`src/rtl/fetch_unit_pkg.sv`:
```
// Shared RV32I type definitions used by the fetch stage and its bench.
//
// Contents:
//   rv32i_word   32-bit architectural word (addresses and instructions)
//   RESET_PC     address fetched first after reset
//   pc_add4      sequential successor of a PC, wrapping at 2^32
//   word_align   forces the two low address bits to zero
package rv32i_types;

  typedef logic [31:0] rv32i_word;

  localparam rv32i_word RESET_PC = 32'h0000_0060;

  // Plain 32-bit addition; the carry out of bit 31 is dropped so
  // 32'hFFFF_FFFC rolls over to 32'h0000_0000.
  function automatic rv32i_word pc_add4(input rv32i_word pc);
    return pc + 32'd4;
  endfunction

  function automatic rv32i_word word_align(input rv32i_word addr);
    return {addr[31:2], 2'b00};
  endfunction

endpackage

```
`src/rtl/fetch_unit_if.sv`:
```
// I-cache read channel between the fetch unit and the instruction cache.
//
// Signals:
//   icache_read_out  fetch -> cache  read request, held until icache_resp_in
//   icache_addr_out  fetch -> cache  request address, stable while requesting
//   icache_resp_in   cache -> fetch  read complete this cycle
//   icache_rdata_in  cache -> fetch  instruction word, valid with the response
//
// Modports: master (fetch unit side), slave (i-cache side).
interface fetch_unit_if;
  import rv32i_types::*;

  logic      icache_read_out;
  rv32i_word icache_addr_out;
  logic      icache_resp_in;
  rv32i_word icache_rdata_in;

  modport master (
    output icache_read_out,
    output icache_addr_out,
    input  icache_resp_in,
    input  icache_rdata_in
  );

  modport slave (
    input  icache_read_out,
    input  icache_addr_out,
    output icache_resp_in,
    output icache_rdata_in
  );

endinterface

```
`src/rtl/fetch_unit_hold_buf.sv`:
```
// fetch_hold_buf: holding register for an instruction that arrived while the
// decode stage was stalled, together with the BTB bits looked up for it.
//
// Ports:
//   clk, rst                 clock, asynchronous active-high reset
//   load                     capture instr_in/btb_hit_in/btb_taken_in
//   clear                    empty the buffer (clear wins over load)
//   instr_in, btb_hit_in,
//   btb_taken_in             word and prediction bits to capture
//   instr, btb_hit,
//   btb_taken                buffered contents
module fetch_hold_buf
  import rv32i_types::*;
(
  input  logic      clk,
  input  logic      rst,
  input  logic      load,
  input  logic      clear,
  input  rv32i_word instr_in,
  input  logic      btb_hit_in,
  input  logic      btb_taken_in,
  output rv32i_word instr,
  output logic      btb_hit,
  output logic      btb_taken
);

  always_ff @(posedge clk or posedge rst) begin
    if (rst) begin
      instr     <= '0;
      btb_hit   <= 1'b0;
      btb_taken <= 1'b0;
    end else if (clear) begin
      instr     <= '0;
      btb_hit   <= 1'b0;
      btb_taken <= 1'b0;
    end else if (load) begin
      instr     <= instr_in;
      btb_hit   <= btb_hit_in;
      btb_taken <= btb_taken_in;
    end
  end

endmodule

```
`src/rtl/fetch_unit.sv`:
```
// fetch_unit: instruction fetch stage. Issues one i-cache read per PC,
// presents the returned word to IF/ID, buffers it while decode is stalled and
// abandons in-flight reads when the EX stage redirects the PC.
//
// Build option: FETCH_BTB_PREDICT_EN -- when defined, a BTB hit+taken steers
// the next PC to btb_target_in and the BTB bits are forwarded downstream;
// when undefined the BTB inputs are ignored and fetch is purely sequential.
//
// Ports:
//   clk, rst          clock, asynchronous active-high reset
//   stall_in          IF/ID cannot load this cycle
//   redirect_in       EX-stage redirect, highest priority
//   redirect_pc_in    redirect target (low two bits ignored)
//   btb_hit_in, btb_taken_in, btb_target_in   BTB lookup for pc_out
//   icache            i-cache read channel (master side)
//   pc_out, pc_plus4_out   PC of the presented instruction and PC+4
//   instr_out         presented instruction word
//   btb_hit_out, btb_taken_out   prediction bits of the presented instruction
//   valid_out         instruction presented; IF/ID loads when valid && !stall
module fetch_unit
  import rv32i_types::*;
(
  input  logic                clk,
  input  logic                rst,
  input  logic                stall_in,
  input  logic                redirect_in,
  input  rv32i_word           redirect_pc_in,
  input  logic                btb_hit_in,
  input  logic                btb_taken_in,
  input  rv32i_word           btb_target_in,
  fetch_unit_if.master        icache,
  output rv32i_word           pc_out,
  output rv32i_word           pc_plus4_out,
  output rv32i_word           instr_out,
  output logic                btb_hit_out,
  output logic                btb_taken_out,
  output logic                valid_out
);

  // FETCH: read outstanding at pc. HOLD: word buffered, decode stalled.
  // DROP: a read issued before a redirect is still in flight and its word
  // must be thrown away when it returns.
  typedef enum logic [1:0] {
    S_FETCH = 2'd0,
    S_HOLD  = 2'd1,
    S_DROP  = 2'd2
  } fetch_state_e;

  fetch_state_e state;
  rv32i_word    pc;
  rv32i_word    req_addr;

  rv32i_word    hold_instr;
  logic         hold_hit;
  logic         hold_taken;
  logic         buf_load;
  logic         buf_clear;

  rv32i_word    redirect_pc;
  rv32i_word    next_pc_live;
  rv32i_word    next_pc_held;

  assign redirect_pc = word_align(redirect_pc_in);

  // The live BTB bits belong to the word arriving in FETCH; once a word is
  // parked in HOLD its own captured bits decide the successor. The target
  // is still looked up for pc, which does not move while holding.
`ifdef FETCH_BTB_PREDICT_EN
  assign next_pc_live = (btb_hit_in && btb_taken_in) ? btb_target_in : pc_add4(pc);
  assign next_pc_held = (hold_hit && hold_taken) ? btb_target_in : pc_add4(pc);

  logic unused_bits;
  assign unused_bits = ^redirect_pc_in[1:0];
`else
  assign next_pc_live = pc_add4(pc);
  assign next_pc_held = pc_add4(pc);

  logic unused_bits;
  assign unused_bits = ^{redirect_pc_in[1:0], btb_target_in, hold_hit, hold_taken};
`endif

  assign buf_load  = (state == S_FETCH) && icache.icache_resp_in && !redirect_in && stall_in;
  assign buf_clear = (state == S_HOLD) && (redirect_in || !stall_in);

  fetch_hold_buf u_hold_buf (
    .clk          (clk),
    .rst          (rst),
    .load         (buf_load),
    .clear        (buf_clear),
    .instr_in     (icache.icache_rdata_in),
    .btb_hit_in   (btb_hit_in),
    .btb_taken_in (btb_taken_in),
    .instr        (hold_instr),
    .btb_hit      (hold_hit),
    .btb_taken    (hold_taken)
  );

  // State, PC and the address of an abandoned request. A redirect always
  // replaces pc; what happens to the in-flight read depends on the state.
  always_ff @(posedge clk or posedge rst) begin
    if (rst) begin
      state    <= S_FETCH;
      pc       <= RESET_PC;
      req_addr <= '0;
    end else begin
      unique case (state)
        S_FETCH: begin
          if (redirect_in) begin
            pc <= redirect_pc;
            if (!icache.icache_resp_in) begin
              req_addr <= pc;
              state    <= S_DROP;
            end
          end else if (icache.icache_resp_in) begin
            if (stall_in) begin
              state <= S_HOLD;
            end else begin
              pc <= next_pc_live;
            end
          end
        end
        S_HOLD: begin
          if (redirect_in) begin
            pc    <= redirect_pc;
            state <= S_FETCH;
          end else if (!stall_in) begin
            pc    <= next_pc_held;
            state <= S_FETCH;
          end
        end
        S_DROP: begin
          if (redirect_in) begin
            pc <= redirect_pc;
          end
          if (icache.icache_resp_in) begin
            state <= S_FETCH;
          end
        end
        default: state <= S_FETCH;
      endcase
    end
  end

  // Presented instruction and cache request. Everything is forced quiet while
  // rst is high so neither the cache nor decode sees a request mid-reset.
  always_comb begin
    icache.icache_read_out = 1'b0;
    icache.icache_addr_out = pc;
    valid_out              = 1'b0;
    instr_out              = '0;
    btb_hit_out            = 1'b0;
    btb_taken_out          = 1'b0;
    if (!rst) begin
      unique case (state)
        S_FETCH: begin
          icache.icache_read_out = 1'b1;
          icache.icache_addr_out = pc;
          valid_out              = icache.icache_resp_in && !redirect_in;
          instr_out              = icache.icache_rdata_in;
`ifdef FETCH_BTB_PREDICT_EN
          btb_hit_out            = btb_hit_in;
          btb_taken_out          = btb_taken_in;
`endif
        end
        S_HOLD: begin
          valid_out     = !redirect_in;
          instr_out     = hold_instr;
`ifdef FETCH_BTB_PREDICT_EN
          btb_hit_out   = hold_hit;
          btb_taken_out = hold_taken;
`endif
        end
        S_DROP: begin
          icache.icache_read_out = 1'b1;
          icache.icache_addr_out = req_addr;
        end
        default: begin
          icache.icache_read_out = 1'b0;
        end
      endcase
    end
  end

  assign pc_out       = pc;
  assign pc_plus4_out = pc_add4(pc);

endmodule

```
`src/flat_wrapper.sv`:
```
// flat-port wrapper written by rule: the top's interface ports become plain ports
module fetch_unit_flat import rv32i_types::*;
  (clk, rst, stall_in, redirect_in, redirect_pc_in, btb_hit_in, btb_taken_in, btb_target_in, pc_out, pc_plus4_out, instr_out, btb_hit_out, btb_taken_out, valid_out, icache_icache_read_out, icache_icache_addr_out, icache_icache_resp_in, icache_icache_rdata_in);
  fetch_unit_if icache_i ();
  input  logic clk;
  input  logic rst;
  input  logic stall_in;
  input  logic redirect_in;
  input  rv32i_word redirect_pc_in;
  input  logic btb_hit_in;
  input  logic btb_taken_in;
  input  rv32i_word btb_target_in;
  output rv32i_word pc_out;
  output rv32i_word pc_plus4_out;
  output rv32i_word instr_out;
  output logic btb_hit_out;
  output logic btb_taken_out;
  output logic valid_out;
  output wire logic [$bits(icache_i.icache_read_out)-1:0] icache_icache_read_out;
  output wire logic [$bits(icache_i.icache_addr_out)-1:0] icache_icache_addr_out;
  input wire logic [$bits(icache_i.icache_resp_in)-1:0] icache_icache_resp_in;
  input wire logic [$bits(icache_i.icache_rdata_in)-1:0] icache_icache_rdata_in;
  assign icache_icache_read_out = icache_i.icache_read_out;
  assign icache_icache_addr_out = icache_i.icache_addr_out;
  assign icache_i.icache_resp_in = icache_icache_resp_in;
  assign icache_i.icache_rdata_in = icache_icache_rdata_in;
  fetch_unit u_core (.clk(clk), .rst(rst), .stall_in(stall_in), .redirect_in(redirect_in), .redirect_pc_in(redirect_pc_in), .btb_hit_in(btb_hit_in), .btb_taken_in(btb_taken_in), .btb_target_in(btb_target_in), .icache(icache_i), .pc_out(pc_out), .pc_plus4_out(pc_plus4_out), .instr_out(instr_out), .btb_hit_out(btb_hit_out), .btb_taken_out(btb_taken_out), .valid_out(valid_out));
endmodule
```
`config.mk`:
```
export PLATFORM = sky130hd
export DESIGN_NAME = fetch_unit_flat
export DESIGN_NICKNAME = d
export VERILOG_FILES = /design/src/rtl/fetch_unit_pkg.sv /design/src/rtl/fetch_unit_if.sv /design/src/rtl/fetch_unit_hold_buf.sv /design/src/rtl/fetch_unit.sv /design/src/flat_wrapper.sv
export SDC_FILE = /design/constraint.sdc
export NUM_CORES = 1
export LEC_CHECK = 0
export CORE_MARGIN = 10
export CORE_UTILIZATION = 40
export CTS_CLUSTER_DIAMETER = 100
export DETAILED_ROUTE_END_ITERATION = 8
export PLACE_DENSITY = 0.76
export SYNTH_ARGS = -nofsm -noshare
export SYNTH_HDL_FRONTEND = slang
export SYNTH_HIERARCHICAL = 1
export SYNTH_SLANG_ARGS = --single-unit
```
`constraint.sdc`:
```
create_clock -name clk -period 2 [get_ports clk]
set_clock_uncertainty 0.05 [all_clocks]
set_input_delay 0.3 -clock clk [delete_from_list [all_inputs] [get_ports clk]]
set_output_delay 0.3 -clock clk [all_outputs]
set_load 0.03 [all_outputs]
```
Yosys cells after proc, flatten, opt, wreduce, memory -nomap -nowiden
Cells that the tools add are included.
{"block": "word_totals", "ramBits": 0, "memories": 0, "reg_bits": 98, "latch_bits": 0, "inputBits": 103, "romBits": 0}
{"block": "op_classes", "mul": 0, "add_sub_neg": 1, "n_bitwise": 1, "n_shift": 0, "order_cmp": 0, "mux": 24, "n_eq_ne": 8, "reduce_logical": 15, "n_div": 0}
{"cell": "$mux 32", "n": 10}
{"cell": "$pmux 32 s3", "n": 1}
{"cell": "$pmux 32 s2", "n": 1}
{"cell": "$add 32x3->32 const B", "n": 1}
{"cell": "$mux 2", "n": 7}
{"cell": "$ne 3x3->1 const B", "n": 4}
{"cell": "$pmux 2 s3", "n": 1}
{"cell": "$reduce_and 3->1", "n": 2}
{"cell": "$logic_and 1x1->1", "n": 5}
{"cell": "$reduce_and 5->1", "n": 1}
{"cell": "$ne 2x2->1 const B", "n": 2}
{"cell": "$mux 1", "n": 3}
{"cell": "$reduce_bool 3->1", "n": 1}
{"cell": "$eq 2x1->1 const B", "n": 1}
{"cell": "$eq 2x2->1 const B", "n": 1}
{"cell": "$logic_not 1->1", "n": 2}
{"cell": "$logic_not 2->1", "n": 1}
{"cell": "$pmux 1 s2", "n": 1}
{"cell": "$reduce_bool 2->1", "n": 1}
{"cell": "$reduce_or 2->1", "n": 1}
{"cell": "$logic_or 1x1->1", "n": 1}
{"cell": "$not 1->1", "n": 1}

Depth between registers and ports, before layout
Gate-level depths: netlist of run 1.
{"block": "logic_depth", "ltp_word": 6, "mapped_depth": 8, "depth_no_buf": 6}

Hierarchy
The synthesis of run 1 kept the hierarchy.
{"module": "fetch_unit", "cells_each": 503, "area_per_inst_um2": 4524.3, "instances": 1}
{"module": "fetch_hold_buf", "cells_each": 111, "area_per_inst_um2": 1412.6, "instances": 1}

Least setup slack after synthesis of run 1
OpenSTA, ideal clock, no wires.
{"block": "synth_timing", "kind": "flip-flop to output port", "from": "register u_core.pc[3] (netlist: u_core/pc_out[3])", "to": "output pc_plus4_out[28]", "stages_incl_launch_ff": 7, "path_slack_ns": -0.752, "arrival_time_ns": 2.402, "n_path_buf": 1, "path_cell_list": "dfrtp_1 -> ha_1 -> nand4_1 -> or4_4 -> buf_6 -> nor4_4 -> xor2_1"}
{"block": "synth_via", "elab_chain_len": 1}
{"item": "start: declaration", "line": "fetch_unit.sv:50", "rtl": "rv32i_word pc;"}
{"item": "start signal: assignment", "line": "fetch_unit.sv:109", "rtl": "pc <= redirect_pc;"}
{"item": "start signal: assignment", "line": "fetch_unit.sv:118", "rtl": "pc <= next_pc_live;"}
{"item": "start signal: assignment", "line": "fetch_unit.sv:124", "rtl": "pc <= redirect_pc;"}
{"item": "$add 32x3->32", "line": "fetch_unit_pkg.sv:17", "rtl": "return pc + 32'd4;"}
{"item": "end: declaration", "line": "flat_wrapper.sv:14", "rtl": "output rv32i_word pc_plus4_out;"}
No other way between the ends.

Final worst setup path of run 1
{"block": "layout_timing", "from": "register u_core.pc[5] (netlist: u_core/pc_out[5])", "to": "output pc_plus4_out[28]"}
Same word-level chain as after synthesis.

==> results of run 1 <==
==> cell type report <==
| class | instances | area (um^2) | area share, % |
|---|---|---|---|
| Clock buffer | 15 | 268 | 2.52 |
| Multi-Input combinational cell | 440 | 4130 | 38.9 |
| Clock inverter | 1 | 5.00 | 0.0471 |
| Sequential cell | 94 | 2370 | 22.3 |
| Antenna cell | 1 | 2.50 | 0.0236 |
| Inverter | 17 | 63.8 | 0.601 |
| Timing Repair Buffer | 344 | 3550 | 33.5 |
| Tap cell | 184 | 230 | 2.17 |
==> layer usage <==
| layer | vias up | share of wire, % |
|---|---|---|
| met5 | - | 0 |
| met2 | 364 | 48 |
| met4 | 0 | 3.4 |
| li1 | 2724 | - |
| met1 | 2968 | 38 |
| met3 | 72 | 10 |
==> cell usage in the layout (no fill, tap or decap), types with 6 or more instances in the layout <==
master             n
a21oi_1           24
buf_12            20
buf_4            123
buf_6             92
clkbuf_16         11
clkdlybuf4s50_1   81
conb_1             8
dfrtp_1           79
dfrtp_2           13
dlygate4sd2_1      8
dlymetal6s2s_1     8
inv_1             16
mux2_2            30
mux2_4            20
mux2i_1           62
nand2_1           22
nand2_2            7
nand3_1            7
nand3_4            9
nand4_1            9
nor2_1            63
nor2_2             9
nor2_4            13
nor4_4             6
o21ai_0           10
o21ai_2            9
o22ai_1            7
xnor2_2           13
xnor2_4            7
==> final timing paths <==
| check | from | end | slack [ns] | depth (start not counted) |
|---|---|---|---|---|
| setup / recovery | u_core/pc_out[5] | pc_plus4_out[28] | -0.58 | 6 |
| hold / removal | rst | u_core/pc_out[30] | 0.27 | 4 |
| setup reg to reg | u_core/pc_out[5] | u_core/pc_out[20] | -0.16 | 6 |
| hold reg to reg | u_core/req_addr[18] | u_core/req_addr[18] | 0.46 | 1 |
| max in group asynchronous | rst | u_core/u_hold_buf/instr[7] | 1.28 | 4 |
| min in group clk | u_core/req_addr[18] | u_core/req_addr[18] | 0.46 | 1 |
==> repair_timing <==
item | in CTS | in global routing
buffers inserted | 28 | 26
resized for setup | 258 | 123
setup endpoints to repair | 142 | 116
hold endpoints to repair | 0 | 0
pin swaps | 33 | 28
gates cloned | 4 | 3
==> flip-flops by register name (all words and copies together) (netlist names) <==
register / cells
u_core/pc_out: 30
u_core/req_addr: 30
u_core/state: 2
u_core/u_hold_buf/instr: 32
==> tightest hold or removal path: stages <==
cell and delay (ns):
dlygate4sd2_1 0.27, buf_4 0.16, inv_2 0.08, buf_12 0.24
==> power breakdown <==
part / switching (mW) / internal, mW / total [mW]
Clock: 0.725 / 0.912 / 1.64
Sequential: 0.369 / 2.38 / 2.75
Combinational: 2.53 / 2.18 / 4.71
==> flow_summary.ini, run 1 <==
[sta]
worst_slack_ns = -0.581
grt_setup_unrepaired = yes
hold_viol_final = 0
finalCritPeriodShare_pct = 129
tns_ns = -14.11
setup-violations-final = 59
hold_ws_ns = 0.270
fin_crit_ns = 2.58
slew_viol_final = 0
max_freq_mhz = 387

[layout]
fill_cells = 860
syn_to_final_growth_pct = 81.3
utilization_pct = 73.6
stdcell_count = 1096
nets = 1010
final_cell_area_um2 = 10600
drive_gt1_share_pct = 50.3

[job]
drv_cap = 0

[cts]
ctsLongestPathBuffers = 2
h-tree-depth = 3
ctsHoldBuffers = 0
root_buffer = clkbuf_16
cts_tree = built
cts.clk_slew.worst_paths_ns = 0.06
clock_latency_ns = 0.35
clkSinkCount = 94
cts_buffers = 9

[detailed_routing]
ant_nets = 0
drc = 0
wl_per_cell_um = 21.8
drt_iter0_markers = 420
drt-pass1-iter-count = 5
vias_per_cell = 5.59
vias = 6128
wirelength_um = 23900

[grt]
grt_most_used_layer = met2
met2_usage_pct = 33.9
grt_util_met3_pct = 8.30
first_global_vias = 6409
overflow = 0
grt_use_total_pct = 21.4
grt_max_degree = 41
antenna_found_initial = 1
grt_pass1_wl_um = 34700
use_met1_pct = 25.0

[placed_design]
place.gp.congestion = 0.941
dp_slack_ns = -0.534
port_buffers = 190
placed_cell_area_um2 = 8850
hpwl_um = 15300
post-place-cells = 1032

[critical_path]
cp_max_fo = 4
critPathMaxStageDelay_ns = 0.60
slowest_stage = dfstp_2
cp_cell_sequence = nand4_1 > or4_4 > nor4_4 > buf_6 > xor2_4 > buf_12
crit_family = simple AND/OR/NAND/NOR gates
cp-start-kind = flip-flop
path_class = reg2out
endpoint_kind = output pin
path_buf_inv = 2
cp.required_ns = 1.65
crit_arrival_ns = 2.23

[logic_synthesis]
synth_warnings = 6
synth.avg_cell_area_um2 = 9.64
synthCells = 608
syn_area_um2 = 5860

[pwr]
ir_drop_v = 0.000404
power_density_nw_per_um2 = 857
finalPower_mw = 9.10
p_leak_nw = 4.52

[floorplan]
core_um2 = 14400
num_rows = 44
initial_core_util_pct = 40.6
die_x_um = 141
io_pins = 235
dieArea_um2 = 19900
die_y_um = 141

[status]
outcome = finished with violations
failed_checks = negative setup slack

[min_path]
min_path_type = in2async
Power figures use the tool's default switching activity.
==> inputs of run 2 (changes only) <==
--- a/config.mk
+++ b/config.mk
@@ -6,10 +6,12 @@
 export NUM_CORES = 1
 export LEC_CHECK = 0
 export CORE_MARGIN = 10
-export CORE_UTILIZATION = 40
+export CORE_UTILIZATION = 43
 export CTS_CLUSTER_DIAMETER = 100
 export DETAILED_ROUTE_END_ITERATION = 8
-export PLACE_DENSITY = 0.76
+export DONT_BUFFER_PORTS = 1
+export PLACE_DENSITY = 0.58
+export SETUP_SLACK_MARGIN = 0.4
 export SYNTH_ARGS = -nofsm -noshare
 export SYNTH_HDL_FRONTEND = slang
 export SYNTH_HIERARCHICAL = 1
==> run 2 against run 1 <==
The run still ends with negative setup slack left. Power up 5.4%. Setup slack better by 0.039 ns. Design area up 2.4%. Global-route usage up 4.0 points. Clock power up 18%. Core utilization up 8.2 points. Critical endpoint is now pc_plus4_out[30]. Largest cell class unchanged.
==> flow_summary.ini, run 2 (synthesis gave the netlist of run 1 again) <==
[status]
outcome = finished with violations
failed_checks = negative setup slack

[min_path]
hold_start = icache_icache_rdata_in[10]
hold_end = u_core/u_hold_buf/instr[10]
min_path_cells = 2
min_path_type = in2reg

[cts]
ctsLongestPathBuffers = 2
cts_buffers = 9
h-tree-depth = 3
clock_latency_ns = 0.35
cts_tree = built
root_buffer = clkbuf_16
clkSinkCount = 94
cts.clk_slew.worst_paths_ns = 0.07

[layout]
drive_gt1_share_pct = 67.0
final_cell_area_um2 = 10900
mostFrequentLayoutCells = 86 x buf_4, 83 x buf_6, 77 x dfrtp_1
nets = 885
largest_reg_flops = 32
utilization_pct = 81.9
syn_to_final_growth_pct = 85.7
final_common_cell = buf_4
regMostFlops = u_core/u_hold_buf/instr

[critical_path]
path_buf_inv = 1
cp_cell_sequence = ha_4 > nand4_1 > or4_4 > nor4_4 > xor2_2 > buf_6
r2r_cells = 9
crit_family = simple AND/OR/NAND/NOR gates
slowest_stage = or4_4
critPathMaxStageDelay_ns = 0.57
cp-start-kind = flip-flop
r2r_slack_ns = -0.24
cp.required_ns = 1.65
crit_arrival_ns = 2.19
path_class = reg2out
cp_max_fo = 4
r2r_start = u_core/pc_out[6]
endpoint_kind = output pin
rr_endpoint = u_core/pc_out[29]

[placed_design]
place.gp.congestion = 0.866
placed_cell_area_um2 = 7520
hpwl_um = 13700
port_buffers = 0

[detailed_routing]
vias = 5916
drt-pass1-iter-count = 5
wl_met1_um = 8900
wl_per_cell_um = 27.8
vias_per_cell = 6.14
wl_met2_um = 13700
ant_nets = 0
drc = 0
routed.top_layer = met4
wl_met3_um = 2530
wirelength_um = 26800
drt_iter0_markers = 383

[floorplan]
core_um2 = 13300
die_y_um = 137
dieArea_um2 = 18700
io_pins = 235
num_rows = 42
initial_core_util_pct = 44.1
die_x_um = 137

[pwr]
ir_drop_v = 0.000438
comb_power_share_pct = 50.3
switching_power_mw = 3.93
power_density_nw_per_um2 = 882
power_frac_clock_pct = 20.1
seq_power_share_pct = 29.6
swShare_pct = 41.0
p_int_mw = 5.66
p_leak_nw = 4.33

[sta]
finalCritPeriodShare_pct = 127
setup-violations-final = 62
fin_crit_ns = 2.54
max_freq_mhz = 393
hold_viol_final = 0
grt_setup_unrepaired = yes
worst_slack_ns = -0.542
slew_viol_final = 0

[grt]
overflow = 0
antenna_found_initial = 1
grt_pass1_wl_um = 36500
first_global_vias = 6223
grt_max_degree = 63
grt_use_total_pct = 25.4

[job]
drv_cap = 0
-- run 2: stage by stage --
step	setup TNS, ns	worst slack, ns	hold WS [ns]	power, mW	cells
floorplan	-4.49	-0.350	0.321	5.35	615
global placement	-1.09	-0.143	0.252	6.07	834
detailed placement	-1.57	-0.173	0.249	6.18	834
CTS	-9.86	-0.514	0.0507	9.15	934
global route	-15.58	-0.611	0.0592	9.92	963
finish	-11.87	-0.542	0.0537	9.59	963
-- run 2: what timing repair did --
| action | in CTS | in global routing |
|---|---|---|
| setup buffers | 66 | 22 |
| hold buffers | 2 | 0 |
| gates cloned | 16 | 6 |
| pin swaps | 104 | 75 |
| resized for setup | 287 | 90 |
| endpoints found under the hold margin | 93 | 0 |
| endpoints found under the setup margin | 182 | 186 |
-- run 2: power groups by stage --
stage	clock [mW]	combinational (mW)	sequential, mW
floorplan	0	2.45	2.90
global placement	0	3.39	2.68
detailed placement	0	3.46	2.72
CTS	1.94	4.42	2.79
global route	2.03	5.01	2.88
finish	1.93	4.83	2.84
-- run 2: layer usage --
metal	vias to the layer above	GRT usage [%]
li1	2490	-
met1	2959	26.9
met2	352	45.0
met3	115	7.07
met4	0	13.0
met5	-	0
-- run 2: area by class of cell --
cell class                      instances  area [um^2]
Multi-Input combinational cell        441         5240
Timing Repair Buffer                  218         2650
Fill cell                             681         2410
Sequential cell                        94         2370
Clock buffer                           13          260
Tap cell                              176          220
Inverter                               17         73.8
Clock inverter                          3         67.6
Antenna cell                            1         2.50
-- run 2: worst max path at each step --
stage / from / cells past startpoint / to / slack, ns
finish: u_core/pc_out[2] / 6 / pc_plus4_out[30] / -0.54
global route: u_core/pc_out[2] / 6 / pc_plus4_out[30] / -0.61
CTS: u_core/pc_out[6] / 5 / pc_plus4_out[29] / -0.51
detailed placement: u_core/pc_out[5] / 4 / pc_plus4_out[29] / -0.17
global placement: u_core/pc_out[5] / 4 / pc_plus4_out[29] / -0.14
floorplan: u_core/pc_out[3] / 6 / pc_plus4_out[28] / -0.35
